### src/rtl/lcd_msg_writer.sv
// lcd_msg_writer: HD44780 8-bit bus driver that powers up, initialises and
// mirrors a byte string onto a 2x16 display. Define LCD_UPCASE_EN to upcase.
module lcd_msg_writer #(
    parameter int T_PWRUP = 375000,
    parameter int T_EN    = 12,
    parameter int T_CMD   = 1000,
    parameter int T_CLR   = 41000
) (
    input  logic         CLK,
    input  logic         RESET,
    input  logic [488:0] message_i,
    input  logic [8:0]   length_i,
    output logic [7:0]   LCD_DATA,
    output logic         LCD_RS,
    output logic         LCD_RW,
    output logic         LCD_EN,
    output logic         LCD_ON,
    output logic         busy_o
);

    localparam logic [2:0] PWRUP = 3'd0;
    localparam logic [2:0] INIT  = 3'd1;
    localparam logic [2:0] IDLE  = 3'd2;
    localparam logic [2:0] ADDR1 = 3'd3;
    localparam logic [2:0] LINE1 = 3'd4;
    localparam logic [2:0] ADDR2 = 3'd5;
    localparam logic [2:0] LINE2 = 3'd6;

    localparam logic [1:0] WR_IDLE  = 2'd0;
    localparam logic [1:0] WR_SETUP = 2'd1;
    localparam logic [1:0] WR_PULSE = 2'd2;
    localparam logic [1:0] WR_HOLD  = 2'd3;

    logic [2:0]   state;
    logic [3:0]   idx;
    logic [31:0]  pwr_cnt;
    logic [1:0]   phase;
    logic [31:0]  wr_cnt;
    logic [488:0] snap_msg;
    logic [8:0]   snap_len;

    logic         pending;
    logic [5:0]   len_eff;
    logic [4:0]   pos;
    logic         in_text;
    logic [5:0]   sel;
    logic [7:0]   raw;
    logic [7:0]   flt;
    logic [7:0]   chr;
    logic [7:0]   wr_byte;
    logic         wr_rs;
    logic         wr_start;
    logic         wr_done;
    logic [31:0]  hold_len;

    assign pending = {message_i, length_i} != {snap_msg, snap_len};
    assign busy_o  = !((state == IDLE) && !pending);
    assign LCD_RW  = 1'b0;
    assign LCD_ON  = RESET;

    // Display position to snapshot byte: first character sits at byte len-1.
    always_comb begin
        len_eff = (snap_len > 9'd61) ? 6'd61 : snap_len[5:0];
        pos     = {state == LINE2, idx};
        in_text = {1'b0, pos} < len_eff;
        sel     = len_eff - 6'd1 - {1'b0, pos};
        raw     = snap_msg[{sel, 3'b000} +: 8];
        if (!in_text || raw < 8'h20 || raw > 8'h7E) begin
            flt = 8'h20;
        end else begin
            flt = raw;
        end
`ifdef LCD_UPCASE_EN
        if (flt >= 8'h61 && flt <= 8'h7A) begin
            chr = flt - 8'h20;
        end else begin
            chr = flt;
        end
`else
        chr = flt;
`endif
    end

    always_comb begin
        wr_byte = 8'h00;
        wr_rs   = 1'b0;
        unique case (state)
            INIT: begin
                unique case (idx[1:0])
                    2'd0: wr_byte = 8'h38;
                    2'd1: wr_byte = 8'h0C;
                    2'd2: wr_byte = 8'h06;
                    default: wr_byte = 8'h01;
                endcase
            end
            ADDR1: wr_byte = 8'h80;
            ADDR2: wr_byte = 8'hC0;
            LINE1, LINE2: begin
                wr_byte = chr;
                wr_rs   = 1'b1;
            end
            default: begin
                wr_byte = 8'h00;
                wr_rs   = 1'b0;
            end
        endcase
    end

    // Clear-display needs the long hold; everything else uses the short one.
    assign hold_len = (LCD_DATA == 8'h01 && !LCD_RS) ? 32'(T_CLR) : 32'(T_CMD);
    assign wr_done  = (phase == WR_HOLD) && (wr_cnt == hold_len - 32'd1);
    assign wr_start = (phase == WR_IDLE) && (state != PWRUP) && (state != IDLE);

    always_ff @(posedge CLK or negedge RESET) begin
        if (!RESET) begin
            phase    <= WR_IDLE;
            wr_cnt   <= '0;
            LCD_DATA <= 8'h00;
            LCD_RS   <= 1'b0;
            LCD_EN   <= 1'b0;
        end else if (wr_start) begin
            LCD_DATA <= wr_byte;
            LCD_RS   <= wr_rs;
            phase    <= WR_SETUP;
            wr_cnt   <= '0;
        end else begin
            unique case (phase)
                WR_SETUP: begin
                    if (wr_cnt == 32'd1) begin
                        phase  <= WR_PULSE;
                        LCD_EN <= 1'b1;
                        wr_cnt <= '0;
                    end else begin
                        wr_cnt <= wr_cnt + 32'd1;
                    end
                end
                WR_PULSE: begin
                    if (wr_cnt == 32'(T_EN - 1)) begin
                        phase  <= WR_HOLD;
                        LCD_EN <= 1'b0;
                        wr_cnt <= '0;
                    end else begin
                        wr_cnt <= wr_cnt + 32'd1;
                    end
                end
                WR_HOLD: begin
                    if (wr_done) begin
                        phase  <= WR_IDLE;
                        wr_cnt <= '0;
                    end else begin
                        wr_cnt <= wr_cnt + 32'd1;
                    end
                end
                default: wr_cnt <= '0;
            endcase
        end
    end

    always_ff @(posedge CLK or negedge RESET) begin
        if (!RESET) begin
            state    <= PWRUP;
            idx      <= '0;
            pwr_cnt  <= '0;
            snap_msg <= '0;
            snap_len <= '0;
        end else begin
            unique case (state)
                PWRUP: begin
                    if (pwr_cnt == 32'(T_PWRUP - 1)) begin
                        state <= INIT;
                        idx   <= '0;
                    end else begin
                        pwr_cnt <= pwr_cnt + 32'd1;
                    end
                end
                INIT: begin
                    if (wr_done) begin
                        if (idx == 4'd3) begin
                            state <= IDLE;
                            idx   <= '0;
                        end else begin
                            idx <= idx + 4'd1;
                        end
                    end
                end
                IDLE: begin
                    if (pending) begin
                        snap_msg <= message_i;
                        snap_len <= length_i;
                        state    <= ADDR1;
                        idx      <= '0;
                    end
                end
                ADDR1: begin
                    if (wr_done) begin
                        state <= LINE1;
                        idx   <= '0;
                    end
                end
                LINE1: begin
                    if (wr_done) begin
                        if (idx == 4'd15) begin
                            state <= ADDR2;
                            idx   <= '0;
                        end else begin
                            idx <= idx + 4'd1;
                        end
                    end
                end
                ADDR2: begin
                    if (wr_done) begin
                        state <= LINE2;
                        idx   <= '0;
                    end
                end
                LINE2: begin
                    if (wr_done) begin
                        if (idx == 4'd15) begin
                            state <= IDLE;
                            idx   <= '0;
                        end else begin
                            idx <= idx + 4'd1;
                        end
                    end
                end
                default: begin
                    state <= PWRUP;
                    idx   <= '0;
                end
            endcase
        end
    end

endmodule
### config.mk
export PLATFORM = sky130hd
export DESIGN_NAME = lcd_msg_writer
export DESIGN_NICKNAME = d
export VERILOG_FILES = /design/src/rtl/lcd_msg_writer.sv
export SDC_FILE = /design/constraint.sdc
export NUM_CORES = 1
export LEC_CHECK = 0
export ABC_AREA = 1
export BUFFER_PORTS_ARGS = -buffer_cell sky130_fd_sc_hd__buf_2
export CORE_AREA = 8 8 369 263
export DETAILED_ROUTE_END_ITERATION = 12
export DIE_AREA = 0 0 377 271
export PLACE_DENSITY = 0.59
export SLEW_MARGIN = 0
export SYNTH_ARGS = -nofsm -noshare
export SYNTH_HDL_FRONTEND = slang
export SYNTH_SLANG_ARGS = --single-unit
export TNS_END_PERCENT = 20
### constraint.sdc
create_clock -name CLK -period 4.25 [get_ports CLK]
set_input_delay 1.0625 -clock CLK [delete_from_list [all_inputs] [get_ports CLK]]
set_output_delay 1.0625 -clock CLK [all_outputs]
set_load 0.02 [all_outputs]
==> run_results.csv <==
group,metric,value,unit
pwr,ir_drop,0.242,mV
setup_path,endpoint_kind,"output pin",
setup_path,cpPeakStageDelay,0.27,ns
routing,drt-vias-per-instance,5.07,
cts,clk_pin_slew,0.06,ns
setup_path,cp_data_required_time,3.19,ns
placed_design,placed_cells,6475,
floorplan,rows,93,
sta,relSlewSlack,0.353,
synthesis,yosysSeqAreaShare,0.401,
flow_run,maxCapViolCount,0,
sta,skew,0.0205,ns
pwr,power,0.0128,W
sta,drv_slew,0,
pwr,pwr_density_cell,295,mW/mm2
pwr,p_int,0.00971,W
floorplan,die_h,271,um
placed_design,place_congestion,0.912,
routing,drtIter0Drc,2835,
routing,vias,33500,
sta,setup_viol,0,
global_route,grt_first_pass_wirelength,194,mm
sta,rsz0062_at_grt,"false",
setup_path,slowest_stage,"nand2_1",
setup_path,r2r-start,"snap_len[8]",
placed_design,io_buffer_count,511,
synthesis,synth-main-ff-cell,"dfrtp_1",
setup_path,critPathBufInv,4,
setup_path,path_cells,"buf_2 -> inv_1 -> or2_0 -> nand3_1 -> nor2_1 -> nand2_1 -> nor2_1 -> nand2_1 -> nor2_1 -> buf_4 -> nand2_1 -> nor2_2 -> nand3_1 -> buf_2",
cts,cts_tree,"yes",
pwr,switchingPower,0.00306,W
floorplan,die_x,377,um
floorplan,core_area,0.0912,mm2
cts,clockRootBuffer,"clkbuf_16",
routing,drtAntennaViolNets,0,
worst_hold_path,min_path_type,"in -> async",
cts,clock_latency,0.62,ns
global_route,antenna_found_initial,23,
global_route,grt_max_degree,142,
floorplan,dieArea,0.102,mm2
floorplan,initial_core_util,0.397,
setup_path,critPathLaunch,"message_i[314]",
layout,final_nets,5842,
synthesis,syn_inst,4772,
synthesis,async_flop_share,1.00,
cts,clock_sinks,581,
layout,stdcell_count,6612,
synthesis,synth_edf_count,0,
setup_path,critical_path.top_delay_family,"simple AND/OR/NAND/NOR gates",
global_route,overflow,0,
setup_path,path_class,"in -> out",
synthesis,syn_nets,5299,
synthesis,syn_area_per_cell,7.59,um2
sta,fin_crit,4.07,ns
placed_design,place_hpwl,101,mm
layout,syn_to_final_growth,19.5,%
pwr,p_seq_frac,0.433,
routing,drc,0,
sta,min_period_over_period,0.958,
cts,numCtsBuffers,68,
setup_path,ff2ff_setup_slack,0.27,ns
routing,wl_per_cell,19.7,um
global_route,grt_pass1_vias,32200,
synthesis,synth_warnings,0,
setup_path,worstSetupStartpointType,"input port",
sta,worst_slew_pin_slew,0.971,ns
synthesis,syn-cell-area,0.0362,mm2
routing,drt_wl_total,130,mm
setup_path,worstPathArrival,3.01,ns
global_route,track_usage,0.245,
pwr,p_comb_frac,0.068,
layout,layout-drive-gt1-share,0.209,
sta,timing.fmax,0.246,GHz
pwr,power.leakage,21.1,nW
pwr,p_sw_frac,0.240,
pwr,clkPwrFrac,0.499,
floorplan,io_pins,513,
synthesis,synth_cell_type_count,49,
cts,clock_tree.buffer_depth,3,
sta,finalHoldViolCount,0,
cts,htree_levels,3,
run_status,status,"completed",
synthesis,synth_seq_cells,581,
routing,drt_first_pass_iters,7,
setup_path,cp_max_fo,3,
[state kept, by name, summed over array words and instances, names as in the netlist]
name / cells
phase: 2
LCD_EN: 1
snap_len: 9
pwr_cnt: 32
idx: 4
state: 3
snap_msg: 489
LCD_RS: 1
wr_cnt: 32
LCD_DATA: 8
[cell families after synthesis]
logic type / Yosys count / share of synthesized area
adder cells (fa/ha/maj): 27 / 0.00953
flip-flops: 581 / 0.401
AND/OR/NAND/NOR: 2519 / 0.297
AO/OA/AOI/OAI: 416 / 0.0608
buffers and inverters: 693 / 0.0857
multiplexers: 236 / 0.0734
XOR/XNOR: 299 / 0.0723
other: 1 / 0.000104
[path summary, 6_finish.rpt]
kind | end | depth (start not counted)
max reg2reg | LCD_DATA[3] | 22
min in group CLK | wr_cnt[0] | 1
min | snap_msg[69] | 1
min reg2reg | wr_cnt[0] | 1
max in group asynchronous | snap_msg[401] | 3
max | busy_o | 14
[per-layer routing]
metal  global-route usage  part of all wire  vias up  wire, um
li1                     -                 -    16400         -
met4               0.0719             0.029       26      3760
met5                    0            0.0012        -       156
met2                0.375              0.44     1117     56800
met1                0.345              0.46    15800     59500
met3               0.0562             0.077      219      9970
[what timing repair did]
| item | CTS | global route |
|---|---|---|
| setup buffers | 0 | 3 |
| pin swaps | 0 | 1 |
| cloned | 0 | 2 |
| resized for setup | 1 | 16 |
| endpoints found under the setup margin | 6 | 7 |
| hold buffers | 0 | 0 |
[per-stage QoR]
stage               setup TNS [ns]  worst slack (ns)  cell area (um2)  utilization  hold slack [ns]
floorplan                        0             0.805            36200            -            0.460
global placement            -0.163           -0.0307            40700        0.446            0.484
detailed placement          -0.213           -0.0488            40700        0.446            0.485
CTS                              0           0.00415            43100        0.473            0.356
global route                     0           0.00146            43300        0.474            0.388
finish                           0             0.177            43300        0.474            0.385
[area by class of cell]
cell class / count / area, um2
Timing Repair Buffer: 666 / 4220
Sequential cell: 581 / 14500
Antenna cell: 10 / 25.0
Clock buffer: 94 / 2030
Fill cell: 9100 / 47900
Clock inverter: 28 / 359
Multi-Input combinational cell: 3498 / 18700
Tap cell: 1235 / 1550
Inverter: 500 / 1890
[cell usage after synthesis, drive strengths merged (18+ instances only)]
| library cell | number | area (um2) |
|---|---|---|
| dfrtp | 581 | 14500 |
| o211ai | 25 | 188 |
| clkbuf | 36 | 135 |
| nand3 | 470 | 2350 |
| a21oi | 64 | 320 |
| nor2 | 296 | 1140 |
| nand2 | 1495 | 5630 |
| nor3 | 41 | 245 |
| nor4 | 18 | 128 |
| ha | 26 | 325 |
| buf | 157 | 1090 |
| o21ai | 314 | 1600 |
| mux2 | 236 | 2660 |
| or2 | 102 | 638 |
| xnor2 | 245 | 2150 |
| inv | 500 | 1880 |
| xor2 | 54 | 473 |
| nand4 | 88 | 563 |
[power by group through the flow]
stage	Clock, W	Sequential (W)	Combinational [W]
2_1_floorplan	0	0.00563	0.000312
3_3_place_gp	0	0.00563	0.000866
3_5_place_dp	0	0.00563	0.000870
4_1_cts	0.00652	0.00553	0.000874
5_1_grt	0.00674	0.00553	0.000958
6_report	0.00638	0.00553	0.000863
[cell usage in the layout (no fill, tap or decap), types with 24 or more instances in the layout]
| cell type | count |
|---|---|
| buf_4 | 117 |
| xnor2_1 | 245 |
| xor2_1 | 54 |
| o21ai_0 | 212 |
| dfrtp_1 | 581 |
| nand3_1 | 463 |
| or2_2 | 86 |
| inv_1 | 489 |
| a21oi_1 | 64 |
| o21ai_1 | 94 |
| mux2_1 | 37 |
| buf_12 | 34 |
| o211ai_1 | 25 |
| ha_1 | 24 |
| nor3_1 | 33 |
| mux2_2 | 199 |
| nor2_1 | 286 |
| buf_2 | 510 |
| nand2_1 | 1488 |
| clkbuf_16 | 75 |
| nand4_1 | 86 |
Power figures use the tool's default switching activity.
